===== config.mk =====
export PLATFORM = sky130hd
export DESIGN_NAME = mem_arbiter_flat
export DESIGN_NICKNAME = d
export VERILOG_FILES = /design/src/rtl/cpu_types_pkg.sv /design/src/rtl/mem_arb_pkg.sv /design/src/rtl/mem_arbiter_if.sv /design/src/rtl/mem_arb_timer.sv /design/src/rtl/mem_arbiter.sv /design/src/flat_wrapper.sv
export SDC_FILE = /design/constraint.sdc
export NUM_CORES = 1
export LEC_CHECK = 0
export ABC_AREA = 1
export CAP_MARGIN = 20
export CORE_AREA = 2 2 104 106
export CTS_CLUSTER_SIZE = 14
export DETAILED_ROUTE_END_ITERATION = 16
export DIE_AREA = 0 0 106 108
export PLACE_DENSITY = 0.75
export SLEW_MARGIN = 20
export SYNTH_ARGS = -nofsm -noshare
export SYNTH_HDL_FRONTEND = slang
export SYNTH_HIERARCHICAL = 1
export SYNTH_SLANG_ARGS = --single-unit

===== constraint.sdc =====
create_clock -name CLK -period 2.6 [get_ports CLK]
set_clock_uncertainty 0.1 [all_clocks]
set_input_delay 0.52 -clock CLK [delete_from_list [all_inputs] [get_ports CLK]]
set_output_delay 0.52 -clock CLK [all_outputs]
set_load 0.05 [all_outputs]

===== src/rtl/cpu_types_pkg.sv =====
// Shared CPU/memory types: machine word and the RAM handshake state.
package cpu_types_pkg;

  typedef logic [31:0] word_t;

  typedef enum logic [1:0] {
    FREE   = 2'd0,
    BUSY   = 2'd1,
    ACCESS = 2'd2,
    ERROR  = 2'd3
  } ramstate_t;

endpackage


===== src/rtl/mem_arb_pkg.sv =====
// Arbiter state encoding; raw codes kept alongside the enum for legacy tools.
package mem_arb_pkg;

  localparam logic [1:0] ST_IDLE   = 2'd0;
  localparam logic [1:0] ST_IFETCH = 2'd1;
  localparam logic [1:0] ST_DACC   = 2'd2;

  typedef enum logic [1:0] {
    IDLE   = ST_IDLE,
    IFETCH = ST_IFETCH,
    DACC   = ST_DACC
  } mem_arb_state_t;

endpackage


===== src/rtl/mem_arbiter_if.sv =====
// Core-side request/response and shared RAM port bundle for mem_arbiter.
interface mem_arbiter_if;
  import cpu_types_pkg::*;

  logic      iREN;
  word_t     iaddr;
  logic      dREN;
  logic      dWEN;
  word_t     daddr;
  word_t     dstore;
  logic      halt;
  word_t     ramload;
  ramstate_t ramstate;
  word_t     ramaddr;
  word_t     ramstore;
  logic      ramREN;
  logic      ramWEN;
  logic      iwait;
  logic      dwait;
  word_t     iload;
  word_t     dload;
  logic      busy;
  logic      err;

  // slave: the arbiter; master: the core + RAM environment around it
  modport slave (
    input  iREN, iaddr, dREN, dWEN, daddr, dstore, halt, ramload, ramstate,
    output ramaddr, ramstore, ramREN, ramWEN, iwait, dwait, iload, dload, busy, err
  );

  modport master (
    output iREN, iaddr, dREN, dWEN, daddr, dstore, halt, ramload, ramstate,
    input  ramaddr, ramstore, ramREN, ramWEN, iwait, dwait, iload, dload, busy, err
  );

endinterface


===== src/rtl/mem_arb_timer.sv =====
// Grant wait counter: saturating up-count while a grant stalls, timeout on the
// cycle that would reach MAX_WAIT so the grant lasts exactly MAX_WAIT cycles.
module mem_arb_timer #(
  parameter int unsigned MAX_WAIT = 15
) (
  input  logic CLK,
  input  logic RST,
  input  logic clear,
  input  logic count_en,
  output logic timeout
);

  localparam int unsigned   CW   = (MAX_WAIT > 0) ? $clog2(MAX_WAIT + 1) : 1;
  localparam logic [CW-1:0] TOP  = CW'(MAX_WAIT);
  localparam logic [CW-1:0] LAST = CW'((MAX_WAIT > 0) ? MAX_WAIT - 1 : 0);

  logic [CW-1:0] count;

  always_ff @(posedge CLK) begin
    if (RST || clear) begin
      count <= '0;
    end else if (count_en && (count != TOP)) begin
      count <= count + CW'(1);
    end
  end

  assign timeout = count_en && (count >= LAST);

endmodule


===== src/rtl/mem_arbiter.sv =====
// Two-requester arbiter for a single RAM port: data over fetch, with optional
// fetch anti-starvation when MEM_ARB_FAIR_EN is defined.
//
//   state  | meaning
//   IDLE   | no grant; picks the next requester (one bubble between grants)
//   IFETCH | RAM driven with the fetch address
//   DACC   | RAM driven with the data read/write
module mem_arbiter
  import cpu_types_pkg::*;
  import mem_arb_pkg::*;
#(
  parameter int unsigned MAX_WAIT     = 15,
  parameter int unsigned STARVE_LIMIT = 4
) (
  input  logic         CLK,
  input  logic         RST,
  mem_arbiter_if.slave bus
);

  mem_arb_state_t state, state_next;
  logic ireq, dreq, fetch_ok, in_grant, withdraw, access, ram_err;
  logic i_done, d_done, fault, timeout, count_en, starve_hit, err_flag;

  assign ireq     = bus.iREN;
  assign dreq     = bus.dREN | bus.dWEN;
  assign fetch_ok = bus.iREN & ~bus.halt;
  assign in_grant = (state != IDLE);
  assign access   = (bus.ramstate == ACCESS);
  assign ram_err  = (bus.ramstate == ERROR);
  assign withdraw = ((state == IFETCH) && !ireq) || ((state == DACC) && !dreq);

  // reset in the same cycle as ACCESS aborts the transfer instead of completing it
  assign i_done   = (state == IFETCH) && ireq && access && !RST;
  assign d_done   = (state == DACC)   && dreq && access && !RST;
  assign count_en = in_grant && !withdraw && !access && !ram_err;

  mem_arb_timer #(.MAX_WAIT(MAX_WAIT)) u_timer (
    .CLK      (CLK),
    .RST      (RST),
    .clear    (state == IDLE),
    .count_en (count_en),
    .timeout  (timeout)
  );

  always_comb begin
    state_next = state;
    fault      = 1'b0;
    case (state)
      IDLE: begin
        if (starve_hit)    state_next = IFETCH;
        else if (dreq)     state_next = DACC;
        else if (fetch_ok) state_next = IFETCH;
      end
      IFETCH, DACC: begin
        if (withdraw || access) begin
          state_next = IDLE;
        end else if (ram_err || timeout) begin
          state_next = IDLE;
          fault      = 1'b1;
        end
      end
      default: state_next = IDLE;
    endcase
  end

  always_ff @(posedge CLK) begin
    if (RST) begin
      state    <= IDLE;
      err_flag <= 1'b0;
    end else begin
      state <= state_next;
      if (fault) err_flag <= 1'b1;
    end
  end

`ifdef MEM_ARB_FAIR_EN
  localparam int unsigned   SW     = (STARVE_LIMIT > 0) ? $clog2(STARVE_LIMIT + 1) : 1;
  localparam logic [SW-1:0] S_LIM  = SW'(STARVE_LIMIT);

  logic [SW-1:0] starve;

  assign starve_hit = (state == IDLE) && fetch_ok && (starve >= S_LIM);

  always_ff @(posedge CLK) begin
    if (RST) begin
      starve <= '0;
    end else if ((state == IDLE) && (state_next == IFETCH)) begin
      starve <= '0;
    end else if ((state == IDLE) && (state_next == DACC) && fetch_ok && (starve != S_LIM)) begin
      starve <= starve + SW'(1);
    end
  end
`else
  logic unused_starve_limit;

  assign starve_hit          = 1'b0;
  assign unused_starve_limit = (STARVE_LIMIT == 0);
`endif

  always_comb begin
    bus.ramaddr  = '0;
    bus.ramstore = '0;
    bus.ramREN   = 1'b0;
    bus.ramWEN   = 1'b0;
    case (state)
      IFETCH: begin
        bus.ramaddr = bus.iaddr;
        bus.ramREN  = 1'b1;
      end
      DACC: begin
        bus.ramaddr  = bus.daddr;
        bus.ramstore = bus.dstore;
        bus.ramWEN   = bus.dWEN;
        bus.ramREN   = bus.dREN & ~bus.dWEN;
      end
      default: ;
    endcase
  end

  assign bus.iwait = ireq && !i_done;
  assign bus.dwait = dreq && !d_done;
  assign bus.iload = i_done ? bus.ramload : '0;
  assign bus.dload = d_done ? bus.ramload : '0;
  assign bus.busy  = in_grant;
  assign bus.err   = err_flag;

endmodule


===== src/flat_wrapper.sv =====
// flat-port wrapper written by rule: the top's interface ports become plain ports
module mem_arbiter_flat import cpu_types_pkg::*; import mem_arb_pkg::*;
#(
  parameter int unsigned MAX_WAIT     = 15,
  parameter int unsigned STARVE_LIMIT = 4
)
  (CLK, RST, bus_iREN, bus_iaddr, bus_dREN, bus_dWEN, bus_daddr, bus_dstore, bus_halt, bus_ramload, bus_ramstate, bus_ramaddr, bus_ramstore, bus_ramREN, bus_ramWEN, bus_iwait, bus_dwait, bus_iload, bus_dload, bus_busy, bus_err);
  mem_arbiter_if bus_i ();
  input  logic CLK;
  input  logic RST;
  input wire logic [$bits(bus_i.iREN)-1:0] bus_iREN;
  input wire logic [$bits(bus_i.iaddr)-1:0] bus_iaddr;
  input wire logic [$bits(bus_i.dREN)-1:0] bus_dREN;
  input wire logic [$bits(bus_i.dWEN)-1:0] bus_dWEN;
  input wire logic [$bits(bus_i.daddr)-1:0] bus_daddr;
  input wire logic [$bits(bus_i.dstore)-1:0] bus_dstore;
  input wire logic [$bits(bus_i.halt)-1:0] bus_halt;
  input wire logic [$bits(bus_i.ramload)-1:0] bus_ramload;
  input wire logic [$bits(bus_i.ramstate)-1:0] bus_ramstate;
  output wire logic [$bits(bus_i.ramaddr)-1:0] bus_ramaddr;
  output wire logic [$bits(bus_i.ramstore)-1:0] bus_ramstore;
  output wire logic [$bits(bus_i.ramREN)-1:0] bus_ramREN;
  output wire logic [$bits(bus_i.ramWEN)-1:0] bus_ramWEN;
  output wire logic [$bits(bus_i.iwait)-1:0] bus_iwait;
  output wire logic [$bits(bus_i.dwait)-1:0] bus_dwait;
  output wire logic [$bits(bus_i.iload)-1:0] bus_iload;
  output wire logic [$bits(bus_i.dload)-1:0] bus_dload;
  output wire logic [$bits(bus_i.busy)-1:0] bus_busy;
  output wire logic [$bits(bus_i.err)-1:0] bus_err;
  assign bus_i.iREN = bus_iREN;
  assign bus_i.iaddr = bus_iaddr;
  assign bus_i.dREN = bus_dREN;
  assign bus_i.dWEN = bus_dWEN;
  assign bus_i.daddr = bus_daddr;
  assign bus_i.dstore = bus_dstore;
  assign bus_i.halt = bus_halt;
  assign bus_i.ramload = bus_ramload;
  assign bus_i.ramstate = bus_ramstate;
  assign bus_ramaddr = bus_i.ramaddr;
  assign bus_ramstore = bus_i.ramstore;
  assign bus_ramREN = bus_i.ramREN;
  assign bus_ramWEN = bus_i.ramWEN;
  assign bus_iwait = bus_i.iwait;
  assign bus_dwait = bus_i.dwait;
  assign bus_iload = bus_i.iload;
  assign bus_dload = bus_i.dload;
  assign bus_busy = bus_i.busy;
  assign bus_err = bus_i.err;
  mem_arbiter #(.MAX_WAIT(MAX_WAIT), .STARVE_LIMIT(STARVE_LIMIT)) u_core (.CLK(CLK), .RST(RST), .bus(bus_i));
endmodule

======== Yosys cells after proc, flatten, opt, wreduce, memory -nomap -nowiden ========
Index checks and enable logic that the tools add are counted.
operators by class
  add/subtract/negate cells ............... 1
  order comparisons ....................... 1
  equality and inequality tests ........... 7
  muxes and demuxes ....................... 14
  bitwise operators ....................... 5
  reductions and logical operators ........ 31
operators with widths
  cell                   count
  $mux W32               3
  $pmux W32 S2           1
  $logic_and A1 B1 Y1    15
  $logic_not A1 Y1       8
  $mux W2                4
  $eq A2 B2 Y1 const B   3
  $ne A3 B1 Y1 const B   2
  $add A4 B1 Y4 const B  1
  $ge A4 B4 Y1 const B   1
  $logic_or A1 B1 Y1     4
  $mux W1                4
  $ne A4 B4 Y1 const B   1
  $pmux W2 S2            1
  $and A1 B1 Y1          2
  $eq A2 B1 Y1 const B   1
  $logic_not A2 Y1       1
  $not A1 Y1             2
  $pmux W1 S2            1
  $reduce_and A2 Y1      1
  $reduce_bool A2 Y1     1
  $reduce_or A2 Y1       1
  $or A1 B1 Y1           1
word-level totals
  flip-flop bits (word level) ............. 7
  output and inout bits ................... 134

======== Longest topological paths before layout ========
  depth after elaboration ................. 13
  gate-level depth with buffers ........... 17

======== Cells and area by module ========
Netlist, hierarchy kept.
modules (own cells, without submodules)
  module         times used  cells each  area an instance (µm²)  seq. area each (µm²)
  mem_arbiter    1           328         1,559.0                 60.1
  mem_arb_timer  1           34          251.5                   80.1

======== Least setup slack after synthesis ========
OpenSTA, ideal clock, no wires.
  path kind ............................... register to output
  start point ............................. register u_core.state[0]
  end point ............................... output bus_dwait
  arrival time ............................ 1,776 ps
  required time ........................... 1,980 ps
  path slack .............................. 204 ps
  cell stages (with the launch flop) ...... 6
  cells stage by stage .................... dfxtp_1 -> inv_1 -> ha_1 -> buf_2 -> buf_2 -> a31oi_1
between the ends
  longest elaborated chain between the ends .. 6
RTL lines
  what                              line                source
  start, declared                   mem_arbiter.sv:20   mem_arb_state_t state, state_next;
  start signal, assigned            mem_arbiter.sv:71   state <= state_next;
  $eq A2 B2 Y1                      mem_arbiter.sv:34   assign d_done = (state == DACC) && dreq && access && !RST;
  $logic_and A1 B1 Y1 (3 in a row)  mem_arbiter.sv:34
  $logic_not A1 Y1                  mem_arbiter.sv:121  assign bus.dwait = dreq && !d_done;
  $logic_and A1 B1 Y1               mem_arbiter.sv:121
  end, declared                     flat_wrapper.sv:25  output wire logic [$bits(bus_i.dwait)-1:0] bus_dwait;
No other way between the ends.

======== Worst setup path after layout ========
  start point ............................. input bus_ramstate[1]
  end point ............................... output bus_iload[29]
between the ends
  longest elaborated chain between the ends .. 4
RTL lines
  what                              line                source
  start, declared                   flat_wrapper.sv:19  input wire logic [$bits(bus_i.ramstate)-1:0] bus_ramstate;
  $eq A2 B2 Y1                      mem_arbiter.sv:28   assign access = (bus.ramstate == ACCESS);
  $logic_and A1 B1 Y1 (2 in a row)  mem_arbiter.sv:33   assign i_done = (state == IFETCH) && ireq && access && !RST;
  $mux W32                          mem_arbiter.sv:122  assign bus.iload = i_done ? bus.ramload : '0;
  end, declared                     flat_wrapper.sv:26  output wire logic [$bits(bus_i.iload)-1:0] bus_iload;
No other way between the ends.

==> metrics.md <==
| Metric | Value |
|---|---|
| Setup Slack @ Placement | `60.41 ps` |
| Worst setup margin | `93.81 ps` |
| Final min period | `approximately 2500 ps` |
| Async SR Flop Fraction | `0%` |
| Final-report setup violation count | `0` |
| CTS Buffer Depth | `2` |
| Syn avg cell area | `5.001 um2` |
| FP Rows | `37` |
| Final period utilization | `96.39%` |
| WP data arrival | `between 1500 and 2000 ps` |
| Vias in the first global route | `3306` |
| Worst-path maximum fanout | `32` |
| Chip width | `roughly 110 um` |
| Leakage | `approximately 2.7 nW` |
| IO Port Bufs | `269` |
| CTS sink count | `7` |
| Clock share of power | `5.3%` |
| Synthesized area | `1810 um2` |
| P&R area growth vs syn | `231.2%` |
| Worst slew pin tran | `502.9 ps` |
| Synth unique cells | `25` |
| Switching fraction of total power | `53.74%` |
| Die area | `11450 um2` |
| Post-DP HPWL | `slightly above 9 mm` |
| Antenna violations before repair | `0` |
| Max-cap viol count | `0` |
| Combinational power share | `90.2%` |
| Unrepaired setup endpoints after global routing | `true` |
| Area after DPL | `5941 um2` |
| Seq pwr share | `4.6%` |
| Final nets | `766` |
| P_sw | `1.587 mW` |
| Layout cell share with drive strength beyond 1 | `between 30% and 40%` |
| Slew headroom | `between 60% and 70%` |
| Startpoint types | `input pin` |
| Area leader, netlist | `nand2_1` |
| CTS Root Buffer Type | `clkbuf_8` |
| Cell area after layout | `approximately 6000 um2` |
| DRC | `0` |
| Synth area leaders | `nand2_1 (24%), inv_1 (16%), nor2_2 (10%)` |
| Yosys top cell area share | `23.84%` |
| Overall global routing resource usage | `18.27%` |
| Final hold vios | `0` |
| Via Count | `3195` |
| Clk slew on worst S/H paths | `~40 ps` |
| Setup TNS | `0 ps` |
| Required time worst endpoint | `1980 ps` |
| Max VDD drop | `0.0004110 V` |
| Antenna Cells | `0` |
| GP Congestion | `0.8208` |
| Initial Util | `17.70%` |
| Overall power | `between 2 and 3 mW` |
| Synthesized flop and latch total | `7` |
| Kind of end point of the critical path | `output pin` |
| Power Density | `between 400 and 500 nW/um2` |
| Clk_lat worst skew | `230 ps` |
| Vias/cell | `4.204` |
| Grt total ovfl | `0` |
| Slew Limit Fails | `0` |
| Post-Synthesis Cells | `362` |
| Register area share after synthesis | `7.740%` |
| Primary FF master, synth | `dfxtp_1` |
| Kind of critical path | `in -> out` |
| Top Ports | `between 200 and 300` |
| Detailed Route Iter0 Violations | `146` |
| Min Hold Slack | `between 300 and 400 ps` |
| CTS tree | `built` |
| Post-synth top cells | `nand2_1 (115), inv_1 (77), nor2_1 (47), a21oi_1 (35), nor2_2 (30)` |
| Worst hold-check path type | `reg -> reg` |
| Die height | `108 um` |
| Int Power | `1.366 mW` |
| Pin count of the biggest net entering global routing | `69` |
| DR WL/cell | `14.44 um` |
| Final core utilization | `between 50% and 60%` |
| Post-Place Cells | `756` |
| 1st-pass router iterations | `4` |
| Post-synth EDFFs | `0` |
| H-tree level count | `1` |
| Max Clock Freq | `0.3990 GHz` |
| First-pass GRT wire length | `around 17 mm` |
| Synth warn | `6` |
| Total CTS buffers | `3` |
| DRT Wirelength | `10.98 mm` |
| Finished Layout Cells | `760` |
| Status | `finished clean` |
| Core area | `a little over 10000 um2` |
| Most common cell in the synthesized netlist | `nand2_1` |
| Final ANT Viol Nets | `0` |
| Post-synth net total | `~500` |
## cells by family after synthesis
group / after synthesis / share of synthesized area (%)
AOI/OAI and AO/OA: 42 / 12.16
adders and majority gates: 5 / 3.455
buffers and inverters: 100 / 24.33
DFF: 7 / 7.740
and+or+nand+nor: 208 / 52.31
## power by group through the flow
stage	combinational, mW	clock (mW)	sequential, mW
final	2.66	0.155	0.135
after global routing	2.79	0.161	0.139
after CTS	2.67	0.156	0.136
after detailed placement	2.66	0	0.138
after global placement	2.61	0	0.136
after floorplan	1.33	0	0.141
## metal layers
layer,GRT usage (%),share of wire (%)
met1,17.97,34
met2,37.70,56
met3,4.340,8.0
met4,4.981,2.8
met5,0,0
## cells in the final DEF (no fill, tap or decap), drive strengths merged
master         instances
nor2                  80
nand4                  3
nand2                117
o21ai                  2
buf                  142
a21oi                 35
inv                   79
dfxtp                  7
ha                     5
clkbuf                 4
a31oi                  2
a21boi                 1
o21a                   1
o211ai                 1
clkdlybuf4s50        137
nand3                  8
## critical path, stage by stage
cell and delay, ps:
clkdlybuf4s50_1 480, nand2_1 90, inv_2 130, nand4_4 100
buf_12 180, nor2_1 200, buf_12 170
## final timing paths
path / from / endpoint / slack, ps / cells after the start
setup / recovery: bus_ramstate[1] / bus_iload[29] / 90 / 7
hold / removal: u_core/bus.err$_SDFFE_PP0P_ / u_core/bus.err$_SDFFE_PP0P_ / 360 / 2
setup reg to reg: u_core/state[0]$_SDFFE_PP0P_ / u_core/state[0]$_SDFFE_PP0P_ / 500 / 14
hold reg to reg: u_core/bus.err$_SDFFE_PP0P_ / u_core/bus.err$_SDFFE_PP0P_ / 360 / 2
## flip-flops by register name (all words and copies together), names as in the netlist
signal,flops
u_core/bus.err,1
u_core/state,2
u_core/u_timer/count,4
## final cells by class
type / instances / area (um2)
Tap cell: 136 / 170.2
Fill cell: 859 / 4235
Timing Repair Buffer: 279 / 4101
Multi-Input combinational cell: 255 / 1242
Inverter: 79 / 296.5
Clock buffer: 4 / 45.04
Sequential cell: 7 / 140.1
## what timing repair did
item                       CTS  global route
setup endpoints to repair    0            14
gates resized for setup      0             4
setup buffers                0             0
hold buffers                 0             0
No activity file was read; power rests on OpenSTA's default activity.
